**config.mk**
```make
export PLATFORM = sky130hd
export DESIGN_NAME = sloc_capture_buffer
export DESIGN_NICKNAME = d
export VERILOG_FILES = /design/src/rtl/sloc_capture_buffer.sv
export SDC_FILE = /design/constraint.sdc
export NUM_CORES = 2
export LEC_CHECK = 0
export ABC_AREA = 1
export CORE_MARGIN = 2
export CORE_UTILIZATION = 50
export CTS_CLUSTER_SIZE = 24
export DETAILED_ROUTE_END_ITERATION = 10
export PLACE_DENSITY_LB_ADDON = 0.08
export SYNTH_ARGS = -nofsm -noshare
export SYNTH_HDL_FRONTEND = slang
export SYNTH_SLANG_ARGS = --single-unit
```
**constraint.sdc**
```tcl
create_clock -name clk_clk -period 6.6 [get_ports clk_clk]
set_input_delay 1.32 -clock clk_clk [delete_from_list [all_inputs] [get_ports clk_clk]]
set_output_delay 1.32 -clock clk_clk [all_outputs]
set_load 0.05 [all_outputs]
```
**src/rtl/sloc_capture_buffer.sv**
```systemverilog
// Multi-channel pre/post-trigger sample capture: NCH ring buffers of DEPTH samples,
// frozen around a level or forced trigger and read back by window index.
// Latency: rd_data/rd_valid one cycle after rd_req. No backpressure: every sample strobe is
// accepted in ARMED/POST at full rate, and strobes in IDLE/FROZEN are dropped.
// Ports: clk_clk/reset (sync, active-high); arm, sample_valid, sample_data[NCH*W], threshold,
//        trig_ch_en, force_trig in; rd_req/rd_ch/rd_idx in, rd_valid/rd_data out;
//        state, trig_ch, done status out.
module sloc_capture_buffer #(
  parameter int W     = 11,
  parameter int NCH   = 4,
  parameter int DEPTH = 64,
  parameter int PRE   = 16,
  localparam int AW   = $clog2(DEPTH)
) (
  input  logic             clk_clk,
  input  logic             reset,
  input  logic             arm,
  input  logic             sample_valid,
  input  logic [NCH*W-1:0] sample_data,
  input  logic [W-2:0]     threshold,
  input  logic [NCH-1:0]   trig_ch_en,
  input  logic             force_trig,
  input  logic             rd_req,
  input  logic [2:0]       rd_ch,
  input  logic [AW-1:0]    rd_idx,
  output logic             rd_valid,
  output logic [W-1:0]     rd_data,
  output logic [1:0]       state,
  output logic [2:0]       trig_ch,
  output logic             done
);

  typedef enum logic [1:0] {
    S_IDLE   = 2'b00,
    S_ARMED  = 2'b01,
    S_POST   = 2'b10,
    S_FROZEN = 2'b11
  } st_t;

  localparam logic [AW-1:0] PRE_C    = AW'(PRE);
  localparam logic [AW-1:0] POST_LEN = AW'(DEPTH - PRE - 1);

  st_t            st;
  logic [AW-1:0]  wr_ptr;
  logic [AW-1:0]  fill;
  logic [AW-1:0]  post_cnt;
  logic [AW-1:0]  trig_ptr;
  logic           force_pending;

  logic [W-1:0]   mem [NCH][DEPTH];

  logic [NCH-1:0] hit;
  logic [2:0]     lo_ch;
  logic           accept;
  logic [AW-1:0]  rd_addr;
  logic [W-1:0]   rd_sel;

  assign state = st;

  // |x| on W-1 bits; the most-negative code saturates to the largest positive magnitude.
  function automatic logic [W-2:0] mag(input logic [W-1:0] x);
    logic [W-1:0] neg;
    neg = (~x) + 1'b1;
    if (x == {1'b1, {(W-1){1'b0}}})
      mag = '1;
    else if (x[W-1])
      mag = neg[W-2:0];
    else
      mag = x[W-2:0];
  endfunction

  always_comb begin
    hit = '0;
    for (int c = 0; c < NCH; c++) begin
      hit[c] = trig_ch_en[c] && (threshold != '0) &&
               (mag(sample_data[c*W +: W]) >= threshold);
    end
  end

  // Lowest-numbered hitting channel wins; 7 is the "forced" code when nothing hit.
  always_comb begin
    lo_ch = 3'd7;
    for (int c = NCH-1; c >= 0; c--) begin
      if (hit[c]) lo_ch = 3'(c);
    end
  end

  // A concurrent arm restarts the capture, so that strobe is not taken into the buffer.
  assign accept = sample_valid && !arm && ((st == S_ARMED) || (st == S_POST));

  // Window starts PRE samples before the trigger sample and wraps naturally at DEPTH.
  assign rd_addr = trig_ptr - PRE_C + rd_idx;

  always_comb begin
    rd_sel = '0;
    for (int c = 0; c < NCH; c++) begin
      if (rd_ch == 3'(c)) rd_sel = mem[c][rd_addr];
    end
  end

  // Sample storage has no reset; contents are only meaningful inside a frozen window.
  always_ff @(posedge clk_clk) begin
    if (!reset && accept) begin
      for (int c = 0; c < NCH; c++) begin
        mem[c][wr_ptr] <= sample_data[c*W +: W];
      end
    end
  end

  always_ff @(posedge clk_clk) begin
    if (reset) begin
      st            <= S_IDLE;
      wr_ptr        <= '0;
      fill          <= '0;
      post_cnt      <= '0;
      trig_ptr      <= '0;
      force_pending <= 1'b0;
      rd_valid      <= 1'b0;
      rd_data       <= '0;
      trig_ch       <= '0;
      done          <= 1'b0;
    end else begin
      rd_valid <= 1'b0;
      if (accept) wr_ptr <= wr_ptr + 1'b1;

      unique case (st)
        S_IDLE: begin
          if (arm) begin
            st            <= S_ARMED;
            fill          <= '0;
            force_pending <= 1'b0;
          end
        end

        S_ARMED: begin
          if (arm) begin
            fill          <= '0;
            force_pending <= 1'b0;
          end else begin
            if (force_trig) force_pending <= 1'b1;
            if (sample_valid) begin
              // Triggers are only honoured once the pre-trigger history is full.
              if ((fill == PRE_C) && ((|hit) || force_pending || force_trig)) begin
                trig_ptr      <= wr_ptr;
                trig_ch       <= (|hit) ? lo_ch : 3'd7;
                force_pending <= 1'b0;
                if (POST_LEN == '0) begin
                  st   <= S_FROZEN;
                  done <= 1'b1;
                end else begin
                  st       <= S_POST;
                  post_cnt <= POST_LEN;
                end
              end else if (fill != PRE_C) begin
                fill <= fill + 1'b1;
              end
            end
          end
        end

        S_POST: begin
          if (arm) begin
            st            <= S_ARMED;
            fill          <= '0;
            force_pending <= 1'b0;
          end else if (sample_valid) begin
            post_cnt <= post_cnt - 1'b1;
            if (post_cnt == AW'(1)) begin
              st   <= S_FROZEN;
              done <= 1'b1;
            end
          end
        end

        S_FROZEN: begin
          // Re-arming has priority over a read in the same cycle.
          if (arm) begin
            st            <= S_ARMED;
            done          <= 1'b0;
            fill          <= '0;
            force_pending <= 1'b0;
          end else if (rd_req) begin
            rd_valid <= 1'b1;
            rd_data  <= rd_sel;
          end
        end

        default: st <= S_IDLE;
      endcase
    end
  end

endmodule

```
==> impl_metrics.ini <==
[clock_network]
clk_pin_slew_ps = 60
ctsRootBufferMaster = clkbuf_16
cts_setup_buffers = 0
cts.path.max_buffers = 4
hold_buffers = 0
htree_num_levels = 5
cts_tree = yes
cts_buffers = 314
worst_skew_pair.late_latency_ps = 960
ctsResizeCount = 0
clkSinkCount = 2859

[pwr]
ir_drop_mv = 0.301
p_leak_nw = 47.4
p_per_area_nw_per_um2 = 295

[min_path]
min_path_type = reg -> reg
worstHoldStart = post_cnt[2]
hold_end = post_cnt[2]
holdPathStages = 2

[worst_setup_path]
path_max_fanout = 34
worst_r2r_path_depth = 14
cpMostUsedCell = nand3_1
cp-start-kind = input port
crit_type = in -> reg
crit_start = rd_idx[1]
crit_chain = clkdlybuf4s50_1 -> ha_1 -> ha_4 -> inv_1 -> fa_4 -> xnor2_4 -> buf_4 -> buf_4 -> nand3_1 -> nand3_1 -> nand3_1 -> nand3_1 -> nand3_1 -> nor2_1 -> nor2_1
worst_setup_path_end_kind = flop
required_ps = 7440
cp.arrival_ps = 5650
cp_slowest_stage_delay_ps = 660
path_buf_inv = 4
cp.depth = 15
r2r_slack_ps = 2220
critPathSlowestCell = buf_4
r2r_end = rd_data[2]
worstReg2RegStart = trig_ptr[1]
cpLargestDelayFamily = buffers and inverters

[synth]
postSynthAreaPerCell_um2 = 11.7
ys_types = 41
synth_edf_count = 2816
yosys_warnings = 0
syn_area_um2 = 118000
ys_ff_latch = 2859
syn-num-nets = 10154
syn_inst = 10018
synth_top_area_frac = 0.719
yosys.area.top_type = edfxtp_1
yosys-top-cells-area = edfxtp_1 (72%), nand3_1 (11%), nand2_1 (11%)
synthArstFlopShare = 0
synthFlopType = edfxtp_1
synth_seq_area_share = 0.727

[placement]
dpl_cell_area_um2 = 123000
place.gp.congestion = 0.859
port_buffers = 90
dp_hpwl_um = 214000

[global_routing]
grt_pass1_wl_um = 563000
antenna_found_initial = 21
track_usage = 0.330
grt_pass1_vias = 76456
overflow = 0
grt_max_degree = 196

[route]
wl_um = 397000
drc = 0
vias = 81137
wl_per_cell_um = 29.4
drt_iter0_drc = 11599
vias_per_cell = 6.00
drtAntennaViolNets = 0
drtPass1Iterations = 6

[sta]
hold_viol = 0
setup_tns_ps = 0
rsz0062_at_grt = no
slew_violations = 0
worst-slew-pin-transition_ps = 1270
max_clock_freq_mhz = 208
finClkSkew_ps = 48.4
post-route-min-period_ps = 4810
max-slew-margin-rel = 0.149
fin_crit_sh = 0.729
setup_viol = 0

[outcome]
status = finished, final reports clean

[die]
core-area_um2 = 235000
rows = 178
io_pins = 91
die_w_um = 489
die_y_um = 489
dieArea_um2 = 239000
start_util = 0.501

[finish]
nets = 10290
final_cell_mix = nand2_1 (3374), edfxtp_1 (2816), nand3_1 (2647)
design_area_um2 = 133000
final.fill_count = 19387
final_common_cell = nand2_1
drive_gt1_frac = 0.0852
utilization = 0.565
area_growth_pct = 12.7

[run]
drv_cap = 0
==> how the worst max path moves through the flow <==
| stage | end | slack, ps |
|---|---|---|
| 3_5_place_dp | rd_data[2] | 860 |
| 6_report | rd_data[2] | 1790 |
| 4_1_cts | rd_data[2] | 1880 |
| 5_1_grt | post_cnt[2] | 1320 |
| 3_3_place_gp | rd_data[2] | 850 |
| 2_1_floorplan | mem[0][0] | 970 |
==> per-layer routing <==
layer,GRT usage,wire (um),share of wire
met5,0,61,0.00015
met4,0.129,16600,0.042
met3,0.0742,42300,0.11
met2,0.504,180000,0.45
met1,0.463,158000,0.40
==> synth_stat cells, types with 3 or more instances <==
| cell | n |
|---|---|
| buf_2 | 328 |
| nor2_1 | 148 |
| dfxtp_1 | 43 |
| nand3_1 | 2647 |
| nand3b_1 | 5 |
| o211ai_1 | 4 |
| inv_1 | 127 |
| buf_6 | 33 |
| inv_2 | 5 |
| nand2_1 | 3374 |
| xnor2_1 | 4 |
| xor2_1 | 19 |
| nand2_2 | 4 |
| a21oi_1 | 35 |
| edfxtp_1 | 2816 |
| nor3b_1 | 8 |
| clkbuf_1 | 122 |
| nor3_1 | 34 |
| ha_1 | 62 |
| buf_4 | 84 |
| nand4_1 | 4 |
| a31oi_1 | 4 |
| o21ai_0 | 29 |
| a21o_1 | 4 |
| buf_1 | 54 |
| o21ai_1 | 3 |
==> report_power, final <==
group / total (mW) / switching, mW / internal (mW)
logic: 2.74 / 2.03 / 0.711
registers: 20.0 / 0.0318 / 20.0
clock network: 16.3 / 7.01 / 9.32
==> registers in the layout, indices dropped and copies added (netlist names) <==
signal / count
done: 1
post_cnt: 6
trig_ch: 3
state: 2
mem: 2816
rd_valid: 1
wr_ptr: 6
force_pending: 1
rd_data: 11
fill: 6
trig_ptr: 6
==> through the flow <==
stage | setup slack, ps | total power [mW] | cells | hold WS, ps
finish | 1790 | 39.1 | 13528 | 474
global route | 1320 | 40.1 | 13523 | 513
CTS | 1880 | 39.2 | 13518 | 479
detailed placement | 864 | 23.1 | 12988 | 470
global placement | 853 | 23.1 | 12988 | 463
floorplan | 967 | 21.9 | 10018 | 451
==> cell families (layout without fill, tap and decap cells) <==
kind of cell / after synthesis / after routing / synth area share
other cells: 0 / 10 / 0
xor+xnor: 24 / 24 / 0.00185
flops: 2859 / 2859 / 0.727
buf+inv: 755 / 1105 / 0.0325
compound gates: 86 / 86 / 0.00405
simple gates: 6231 / 6231 / 0.228
fa+ha+maj: 63 / 63 / 0.00677
==> worst reg2reg max path, cell delays in order, from the launching register on <==
cell	delay [ps]
dfxtp_1	330
ha_1	320
ha_4	140
inv_1	50
fa_4	470
xnor2_4	630
buf_4	670
buf_4	400
nand3_1	120
nand3_1	120
nand3_1	90
nand3_1	450
nand3_1	270
nor2_1	140
nor2_1	50
==> cell type report <==
| cell class | count | area (um^2) | share of cell area |
|---|---|---|---|
| antenna | 10 | 25.0 | 0.000189 |
| clock buffer | 392 | 8370 | 0.0632 |
| clock inverter | 138 | 913 | 0.00689 |
| inverter | 133 | 541 | 0.00408 |
| multi-input combinational | 6404 | 28900 | 0.218 |
| sequential | 2859 | 85400 | 0.645 |
| tap | 3150 | 3940 | 0.0297 |
| timing repair buffer | 442 | 4440 | 0.0335 |
Note: power is estimated with default switching activity, not from simulation.
